$ cat src/rtl/fml_arb_pkg.sv
// Shared constants and state encoding for the FML arbiters.
package fml_arb_pkg;

  localparam int FML_DW = 64;
  localparam int FML_SW = 8;

  localparam logic [1:0] ST_IDLE = 2'd0;
  localparam logic [1:0] ST_CMD  = 2'd1;
  localparam logic [1:0] ST_DATA = 2'd2;

  typedef enum logic [1:0] {
    IDLE = ST_IDLE,
    CMD  = ST_CMD,
    DATA = ST_DATA
  } state_t;

endpackage

$ cat src/rtl/fml_arb_rr.sv
// Combinational 2-way round-robin picker: on a tie the master that did not win last time gets the grant.
module fml_arb_rr (
  input  logic [1:0] req,
  input  logic       last,
  output logic       grant,
  output logic       valid
);

  assign valid = |req;
  assign grant = (req == 2'b11) ? ~last : req[1];

endmodule

$ cat src/rtl/fml_arb2.sv
// Two-master FML arbiter: round-robin on the command phase, grant held through the burst.
// Optional per-master grant counters are built when FML_ARB2_STATS_EN is defined.
module fml_arb2
  import fml_arb_pkg::*;
#(
  parameter int         adr_width   = 15,
  parameter logic [3:0] data_cycles = 4'd8
) (
  input  logic                 sys_clk,
  input  logic                 sys_rst,
  input  logic [adr_width-1:0] m0_adr,
  input  logic                 m0_stb,
  input  logic                 m0_we,
  output logic                 m0_eack,
  input  logic [FML_SW-1:0]    m0_sel,
  input  logic [FML_DW-1:0]    m0_di,
  output logic [FML_DW-1:0]    m0_do,
  input  logic [adr_width-1:0] m1_adr,
  input  logic                 m1_stb,
  input  logic                 m1_we,
  output logic                 m1_eack,
  input  logic [FML_SW-1:0]    m1_sel,
  input  logic [FML_DW-1:0]    m1_di,
  output logic [FML_DW-1:0]    m1_do,
  output logic [adr_width-1:0] s_adr,
  output logic                 s_stb,
  output logic                 s_we,
  input  logic                 s_eack,
  output logic [FML_SW-1:0]    s_sel,
  output logic [FML_DW-1:0]    s_di,
  input  logic [FML_DW-1:0]    s_do,
`ifdef FML_ARB2_STATS_EN
  output logic [15:0]          m0_grants,
  output logic [15:0]          m1_grants,
`endif
  output state_t               fsm_state
);

  state_t     state_q, state_d;
  logic       grant_q, grant_d;
  logic       last_q, last_d;
  logic [3:0] cnt_q, cnt_d;
  logic       rr_grant, rr_valid;

  logic                 g_stb, g_we;
  logic [adr_width-1:0] g_adr;
  logic [FML_SW-1:0]    g_sel;
  logic [FML_DW-1:0]    g_di;

  fml_arb_rr u_rr (
    .req   ({m1_stb, m0_stb}),
    .last  (last_q),
    .grant (rr_grant),
    .valid (rr_valid)
  );

  assign g_stb = grant_q ? m1_stb : m0_stb;
  assign g_we  = grant_q ? m1_we  : m0_we;
  assign g_adr = grant_q ? m1_adr : m0_adr;
  assign g_sel = grant_q ? m1_sel : m0_sel;
  assign g_di  = grant_q ? m1_di  : m0_di;

  // Read data is broadcast; each master qualifies it with its own eack.
  assign m0_do     = s_do;
  assign m1_do     = s_do;
  assign fsm_state = state_q;

  always_ff @(posedge sys_clk or posedge sys_rst) begin
    if (sys_rst) begin
      state_q <= IDLE;
      grant_q <= 1'b0;
      last_q  <= 1'b1;
      cnt_q   <= 4'd0;
    end else begin
      state_q <= state_d;
      grant_q <= grant_d;
      last_q  <= last_d;
      cnt_q   <= cnt_d;
    end
  end

  always_comb begin
    state_d = state_q;
    grant_d = grant_q;
    last_d  = last_q;
    cnt_d   = cnt_q;
    s_stb   = 1'b0;
    s_adr   = '0;
    s_we    = 1'b0;
    s_sel   = '0;
    s_di    = '0;
    m0_eack = 1'b0;
    m1_eack = 1'b0;
    case (state_q)
      IDLE: begin
        if (rr_valid) begin
          grant_d = rr_grant;
          state_d = CMD;
        end
      end
      CMD: begin
        s_adr = g_adr;
        s_we  = g_we;
        s_sel = g_sel;
        s_di  = g_di;
        // A master withdrawing its request mid-command is abandoned without touching fairness.
        if (!g_stb) begin
          state_d = IDLE;
        end else begin
          s_stb   = 1'b1;
          m0_eack = s_eack & ~grant_q;
          m1_eack = s_eack & grant_q;
          if (s_eack) begin
            state_d = DATA;
            cnt_d   = 4'(data_cycles - 4'd1);
            last_d  = grant_q;
          end
        end
      end
      DATA: begin
        s_adr = g_adr;
        s_we  = g_we;
        s_sel = g_sel;
        s_di  = g_di;
        if (cnt_q == 4'd0) state_d = IDLE;
        else cnt_d = cnt_q - 4'd1;
      end
      default: state_d = IDLE;
    endcase
  end

`ifdef FML_ARB2_STATS_EN
  logic [15:0] m0_cnt, m1_cnt;

  always_ff @(posedge sys_clk or posedge sys_rst) begin
    if (sys_rst) begin
      m0_cnt <= 16'd0;
      m1_cnt <= 16'd0;
    end else begin
      if (m0_eack && m0_cnt != 16'hFFFF) m0_cnt <= m0_cnt + 16'd1;
      if (m1_eack && m1_cnt != 16'hFFFF) m1_cnt <= m1_cnt + 16'd1;
    end
  end

  assign m0_grants = m0_cnt;
  assign m1_grants = m1_cnt;
`endif

endmodule

$ cat config.mk
export PLATFORM = sky130hd
export DESIGN_NAME = fml_arb2
export DESIGN_NICKNAME = d
export VERILOG_FILES = /design/src/rtl/fml_arb_pkg.sv /design/src/rtl/fml_arb_rr.sv /design/src/rtl/fml_arb2.sv
export SDC_FILE = /design/constraint.sdc
export NUM_CORES = 1
export LEC_CHECK = 0
export ABC_CLOCK_PERIOD_IN_PS = 2200
export CAP_MARGIN = 10
export CORE_AREA = 2 2 180 182
export DETAILED_ROUTE_END_ITERATION = 8
export DIE_AREA = 0 0 182 184
export DONT_BUFFER_PORTS = 1
export GPL_TIMING_DRIVEN = 1
export PLACE_DENSITY = 0.3
export SLEW_MARGIN = 20
export SYNTH_ARGS = -nofsm -noshare
export SYNTH_HDL_FRONTEND = slang
export SYNTH_SLANG_ARGS = --single-unit
$ cat constraint.sdc
create_clock -name sys_clk -period 2.2 [get_ports sys_clk]
set_input_delay 0 -clock sys_clk [delete_from_list [all_inputs] [get_ports sys_clk]]
set_output_delay 0 -clock sys_clk [all_outputs]
set_load 0.005 [all_outputs]
==> results of run 1 <==
[flip-flops by register name, indices dropped and copies added, names as in the netlist]
signal,count
cnt_q,4
fsm_state,2
grant_q,1
last_q,1
[power breakdown]
| group | switching, uW | internal, uW |
|---|---|---|
| combinational | 1540 | 1250 |
| clock | 76.2 | 242 |
| sequential | 48.4 | 210 |
[per-layer routing]
metal | share of wire (%) | wire length (um) | up-vias
li1 | - | - | 832
met1 | 37 | 3400 | 778
met2 | 44 | 4010 | 190
met3 | 14 | 1290 | 25
met4 | 4.9 | 447 | 2
met5 | 0.13 | 12 | -
[cells by family after synthesis]
logic type | Yosys count | share of synthesized area [%]
AOI/OAI and AO/OA | 12 | 3.46
DFF | 8 | 6.72
and+or+nand+nor | 106 | 21.4
buffers and inverters | 154 | 35.7
muxes | 91 | 30.6
adders and majority gates | 5 | 2.09
[cell usage in the layout (no fill, tap or decap), types with 2 or more instances in the layout]
| master | count |
|---|---|
| a21oi_1 | 4 |
| a22o_1 | 2 |
| buf_4 | 3 |
| clkbuf_16 | 3 |
| dfrtp_1 | 6 |
| dlygate4sd3_1 | 2 |
| ha_1 | 4 |
| inv_1 | 7 |
| mux2i_1 | 88 |
| nand2_1 | 6 |
| nand3_1 | 2 |
| nor2_1 | 4 |
| nor2b_1 | 89 |
[path summary, 6_finish.rpt]
kind,startpoint,endpoint,depth (start not counted),slack [ns]
setup / recovery,grant_q,s_adr[11],3,0.18
hold / removal,m1_stb,grant_q,2,-0.002
setup reg to reg,fsm_state[0],cnt_q[0],6,0.49
hold reg to reg,last_q,last_q,2,0.49
max in group asynchronous,sys_rst,last_q,2,1.73
min in group asynchronous,sys_rst,grant_q,2,0.17
[cell type report]
cell class / count / area, um^2 / share of cell area (%)
antenna: 1 / 2.50 / 0.0960
sequential: 8 / 205 / 7.87
timing repair buffer: 6 / 62.6 / 2.40
clock buffer: 4 / 78.8 / 3.02
inverter: 7 / 26.3 / 1.01
multi-input combinational: 214 / 1730 / 66.3
tap: 402 / 503 / 19.3
[worst register-to-register path: stages, from the launching register on]
cell and delay, ns:
dfrtp_1 0.43, inv_1 0.11, ha_1 0.30, nor2_1 0.12
a221oi_4 0.32, and3_1 0.25, o21ai_1 0.08
[through the flow]
| stage | power [uW] | cells | util, % | setup WS (ns) | hold slack [ns] |
|---|---|---|---|---|---|
| floorplan | 2750 | 376 | - | 0.665 | -0.185 |
| global placement | 3080 | 635 | 7.98 | 0.416 | -0.107 |
| detailed placement | 3060 | 635 | 7.98 | 0.442 | -0.124 |
| CTS | 3410 | 641 | 8.30 | 0.184 | 0.0000507 |
| global route | 3620 | 642 | 8.31 | 0.169 | 0.0000118 |
| finish | 3360 | 642 | 8.31 | 0.180 | -0.00243 |
==> metrics.md, run 1 <==
| Metric | Value |
|---|---|
| Area leader, netlist | `buf_4` |
| Async SR Flop Fraction | `100%` |
| Max-slew violations | `0` |
| Most Crowded Layer GR | `met2` |
| Final hold vios | `1` |
| Setup TNS Final | `0 ns` |
| Initial antenna violation count | `2` |
| Initial Utilization | `9.55%` |
| DP Area | `2510 um^2` |
| Number of fill cells | `3666` |
| #FFs+latches synth | `8` |
| DR vias/cell | `2.85` |
| Final WL | `9160 um` |
| Drt pass-1 iters | `3` |
| Iter 0 DRT Violations | `50` |
| Most frequent cell after synthesis | `buf_4` |
| Status | `finished with violations` |
| Layout Nets | `490` |
| Ys Warns | `0` |
| Clk buf depth | `2` |
| Die H | `184 um` |
| Met1 Usage GRT | `under 10%` |
| RD Place Congestion | `about 0.7` |
| Hold Buf Count CTS | `2` |
| Layout cell share with drive strength beyond 1 | `~5.9%` |
| Max Fclk | `495 MHz` |
| CP Cell Sequence | `buf_12 -> mux2i_1 -> nor2b_1` |
| P&R area growth vs syn | `-13.1%` |
| Critical path capture point type | `output pin` |
| Top cell type's share of synthesized area | `32.0%` |
| Pin count of the biggest net entering global routing | `92` |
| Met2 usage | `6.81%` |
| Top FF cell, synth | `dfrtp_1` |
| Antenna-violating nets left | `0` |
| RSZ-0062 raised after global routing | `false` |
| Crit Path Max Fanout | `91` |
| Post-route minimum period | `2.02 ns` |
| Drt wl/cell | `roughly 14 um` |
| Clock slew at reported path FFs | `0.04 ns` |
| Library cells used by synthesis | `28` |
| Final Cycle Share | `91.8%` |
| Startpoint Class | `register` |
| Design area | `2610 um^2` |
| # rows | `65` |
| Top post-synthesis cells by area | `buf_4 32%, mux2i_1 29%, nor2b_1 19%` |
| Max-cap violations | `0` |
| CP required | `2.20 ns` |
| Root Driver | `clkbuf_16` |
| Cts bufs inserted | `3` |
| Total number of vias | `1827` |
| Setup Viol. Count Final | `0` |
| Critical Path AT | `approximately 2 ns` |
| Die ar. | `33500 um^2` |
| Post-synth top cells | `128 x buf_4, 89 x nor2b_1, 88 x mux2i_1, 10 x buf_2, 9 x clkbuf_1` |
| Met3 usage | `2.81%` |
| Worst slew margin | `between 40 and 50%` |
| Crit Path Class | `reg -> out` |
| PortBufs | `0` |
| Pwr Density | `about 1300 nW/um^2` |
| Pleak | `0.00101 uW` |
| Slew @ Worst Pin | `0.829 ns` |
| Mapped Cells | `roughly 380` |
| PostCTS Resize Cnt | `0` |
| Slowest cell on the critical path | `mux2i_1` |
| CP bufs+invs | `1` |
| CTS tree | `built` |
| Syn_nets | `626` |
| Final setup skew | `0.00172 ns` |
| Core ar. | `31400 um^2` |
| Post-CTS Setup Inserts | `0` |
| First-pass GRT wire length | `11400 um` |
| Post-synthesis sequential area ratio | `6.72%` |
| DR DRC count | `0` |
| Min Hold Slack | `-0.00243 ns` |
| Htree depth | `1` |
| Grt total ovfl | `0` |
| Worst vdd ir | `roughly 0.00076 V` |
| Vias in the first global route | `1713` |
| Clock latency on the worst-skew pair | `0.23 ns` |
| Global Route Usage Sum | `under 10%` |
| Chip width | `182 um` |
| Crit path max-delay family | `multiplexers` |
| Post-synth EDFFs | `0` |
| Ports | `466` |
| Failing checks | `hold timing` |
| Synth Cell Area | `3000 um^2` |
| Syn_area_per_cell | `approximately 8.0 um^2` |
| CTS sink count | `8` |
| DP HPWL | `7720 um` |
| HP Class | `in -> reg` |
| Max stage delay on crit path | `0.58 ns` |
Note: power is estimated with default switching activity, not from simulation.
==> run 2, diff against run 1 <==
--- a/config.mk
+++ b/config.mk
@@ -6,13 +6,13 @@
 export NUM_CORES = 1
 export LEC_CHECK = 0
 export ABC_CLOCK_PERIOD_IN_PS = 2200
+export BUFFER_PORTS_ARGS = -buffer_cell sky130_fd_sc_hd__buf_2
 export CAP_MARGIN = 10
-export CORE_AREA = 2 2 180 182
+export CORE_AREA = 2 2 179 181
 export DETAILED_ROUTE_END_ITERATION = 8
-export DIE_AREA = 0 0 182 184
-export DONT_BUFFER_PORTS = 1
+export DIE_AREA = 0 0 181 183
 export GPL_TIMING_DRIVEN = 1
-export PLACE_DENSITY = 0.3
+export PLACE_DENSITY = 0.43
 export SLEW_MARGIN = 20
 export SYNTH_ARGS = -nofsm -noshare
 export SYNTH_HDL_FRONTEND = slang
==> run 2 against run 1 <==
- the run now ends clean
- global-route usage rose by 0.88 points
- wire length grew 13%
- combinational power up 34%
- flip-flop and latch count unchanged
- worst setup slack better by 0.25 ns
- maximum frequency rose by 14%
- register-to-register slack about the same
- die area decreased by 1.1%
- critical path depth up 2
- cell area is 52% higher
==> metrics.md, run 2 (synthesis gave the netlist of run 1 again) <==
| Metric | Value |
|---|---|
| Pleak | `0.00217 uW (+110%)` |
| Iter 0 DRT Violations | `99 (+98%)` |
| Non-filler cells, final | `913 (+42%)` |
| Critical Path AT | `1.77 ns (-0.25 ns)` |
| Final Cycle Share | `80.6% (-11 points)` |
| Ports | `466 (unchanged)` |
| Antenna-violating nets left | `0 (unchanged)` |
| HP Class | `in -> out` |
| Global Route Usage Sum | `5.50% (+0.88 points)` |
| RSZ-0062 raised after global routing | `false` |
| Max-cap violations | `0 (unchanged)` |
| Chip width | `181 um (-0.55%)` |
| CTS tree | `built` |
| Reg2reg setup slack | `0.50 ns (about the same)` |
| Drt wl/cell | `11.3 um (-21%)` |
| Vias in the first global route | `2633 (+54%)` |
| Pwr Density | `1080 nW/um^2 (-16%)` |
| Layout cell share with drive strength beyond 1 | `56.2% (+50 points)` |
| DR DRC count | `0 (unchanged)` |
| Hold EP | `m0_do[0]` |
| CP required | `2.20 ns (about the same)` |
| Final setup skew | `0.00197 ns (+0.000254 ns)` |
| First-pass GRT wire length | `14400 um (+26%)` |
| Worst slew margin | `72.4% (+28 points)` |
| Die ar. | `33100 um^2 (-1.1%)` |
| Antenna Cells | `0 (-1)` |
| DP HPWL | `8890 um (+15%)` |
| Initial antenna violation count | `0 (-2)` |
| Crit Path Max Fanout | `50 (-45%)` |
| Clk buf depth | `2 (unchanged)` |
| Final hold vios | `0 (-1)` |
| Most frequent cells in the layout | `273 x buf_2, 89 x nor2b_1, 88 x mux2i_1, 7 x inv_1` |
| Commonest non-fill, non-tap cell in the layout | `buf_2` |
| RD Place Congestion | `0.754 (+9.1%)` |
| Htree depth | `1 (unchanged)` |
| # rows | `65 (unchanged)` |
| Status | `finished clean` |
| Die H | `183 um (-0.54%)` |
| P&R area growth vs syn | `32.5%` |
| Setup Viol. Count Final | `0 (unchanged)` |
| PortBufs | `273 (+273)` |
| Final WL | `10300 um (+13%)` |
| DP Area | `3880 um^2 (+55%)` |
| R2R depth | `6 (unchanged)` |
| Number of fill cells | `3651 (-0.41%)` |
| Pin count of the biggest net entering global routing | `52 (-43%)` |
| Max-slew violations | `0 (unchanged)` |
| Root Driver | `clkbuf_16` |
| Cts bufs inserted | `3 (unchanged)` |
| PostCTS Resize Cnt | `0 (unchanged)` |
| Register Area | `205 um^2 (unchanged)` |
| Startpoint Class | `register` |
| Total number of vias | `2795 (+53%)` |
| Clock latency on the worst-skew pair | `0.23 ns (about the same)` |
| Max Fclk | `564 MHz (+14%)` |
| Dpl cells | `908 (+43%)` |
| Worst vdd ir | `0.000515 V (-32%)` |
| Core ar. | `31200 um^2 (-0.52%)` |
| Setup TNS Final | `0 ns (unchanged)` |
| DR vias/cell | `3.06 (+7.6%)` |
| Worst R2R End | `cnt_q[1]` |
| Grt total ovfl | `0 (unchanged)` |
| CTS sink count | `8 (unchanged)` |
| Design area | `3970 um^2 (+52%)` |
| Clock slew at reported path FFs | `0.04 ns (about the same)` |
| Drt pass-1 iters | `4 (+1)` |
| Post-route minimum period | `1.77 ns (-0.246 ns)` |
| Layout Nets | `762 (+56%)` |
| WHS Path Cells | `0 (-2)` |
| Critical path capture point type | `output pin` |
| Crit Path Class | `reg -> out` |
| Area of the multi-input gates | `1730 um^2 (unchanged)` |
| Post-CTS Setup Inserts | `0 (unchanged)` |
| Final core occ | `12.7% (+4.4 points)` |
| R2R Path Start | `fsm_state[0]` |
| Largest Register | `cnt_q` |
| Slew @ Worst Pin | `0.414 ns (-0.415 ns)` |
| Initial Utilization | `9.60% (+0.050 points)` |
| Flip-flop count of the largest register after layout | `4 (unchanged)` |
| HP Start | `s_do[0]` |
-- run 2: changes by cell type in the layout (fill, tap and decap cells not counted) --
cell,delta
buf_12,+1
buf_2,+273
buf_4,-1
diode_2,-1
dlygate4sd3_1,-1
-- run 2: power breakdown --
| group | switching, uW | leakage (uW) | internal [uW] |
|---|---|---|---|
| Sequential | 53.7 | 0.0000884 | 210 |
| Clock | 75.1 | 0.0000382 | 242 |
| Combinational | 1790 | 0.00204 | 1940 |
-- run 2: cell type report --
cell class	count	area share (%)
tap	402	12.7
multi-input combinational	214	43.5
timing repair buffer	278	36.0
clock buffer	4	1.98
inverter	7	0.661
sequential	8	5.16
-- run 2: metal layers --
| metal | vias up | track usage [%] | wire, um |
|---|---|---|---|
| li1 | 1375 | - | - |
| met1 | 1214 | 6.59 | 4050 |
| met2 | 186 | 8.97 | 4840 |
| met3 | 20 | 2.36 | 1240 |
| met4 | 0 | 1.59 | 176 |
| met5 | - | 0 | 0 |
-- run 2: worst max-delay path by stage --
stage,cells past startpoint,from,endpoint
2_1_floorplan,5,fsm_state[1],fsm_state[1]
3_3_place_gp,6,fsm_state[0],cnt_q[1]
3_5_place_dp,6,fsm_state[0],cnt_q[1]
4_1_cts,5,fsm_state[0],s_di[39]
5_1_grt,5,fsm_state[0],s_di[46]
6_report,5,fsm_state[0],s_di[39]
-- run 2: critical path, cell delays in order (launching register included) --
cell	delay (ns)
dfrtp_1	0.42
inv_1	0.09
ha_2	0.33
buf_4	0.35
nor2b_1	0.19
buf_2	0.13
-- run 2: through the flow --
step	worst slack (ns)	total power (uW)	hold slack, ns
after floorplan	0.665	2750	-0.185
after global placement	0.546	4050	-0.0159
after detailed placement	0.516	4030	-0.0163
after CTS	0.410	4380	0.0000507
after global routing	0.271	4710	0.0000118
final	0.426	4310	0.00000250
-- run 2: repair_timing --
action,in CTS,in global routing
hold buffers,1,0
hold endpoints to repair,7,0
endpoints found under the setup margin,0,0
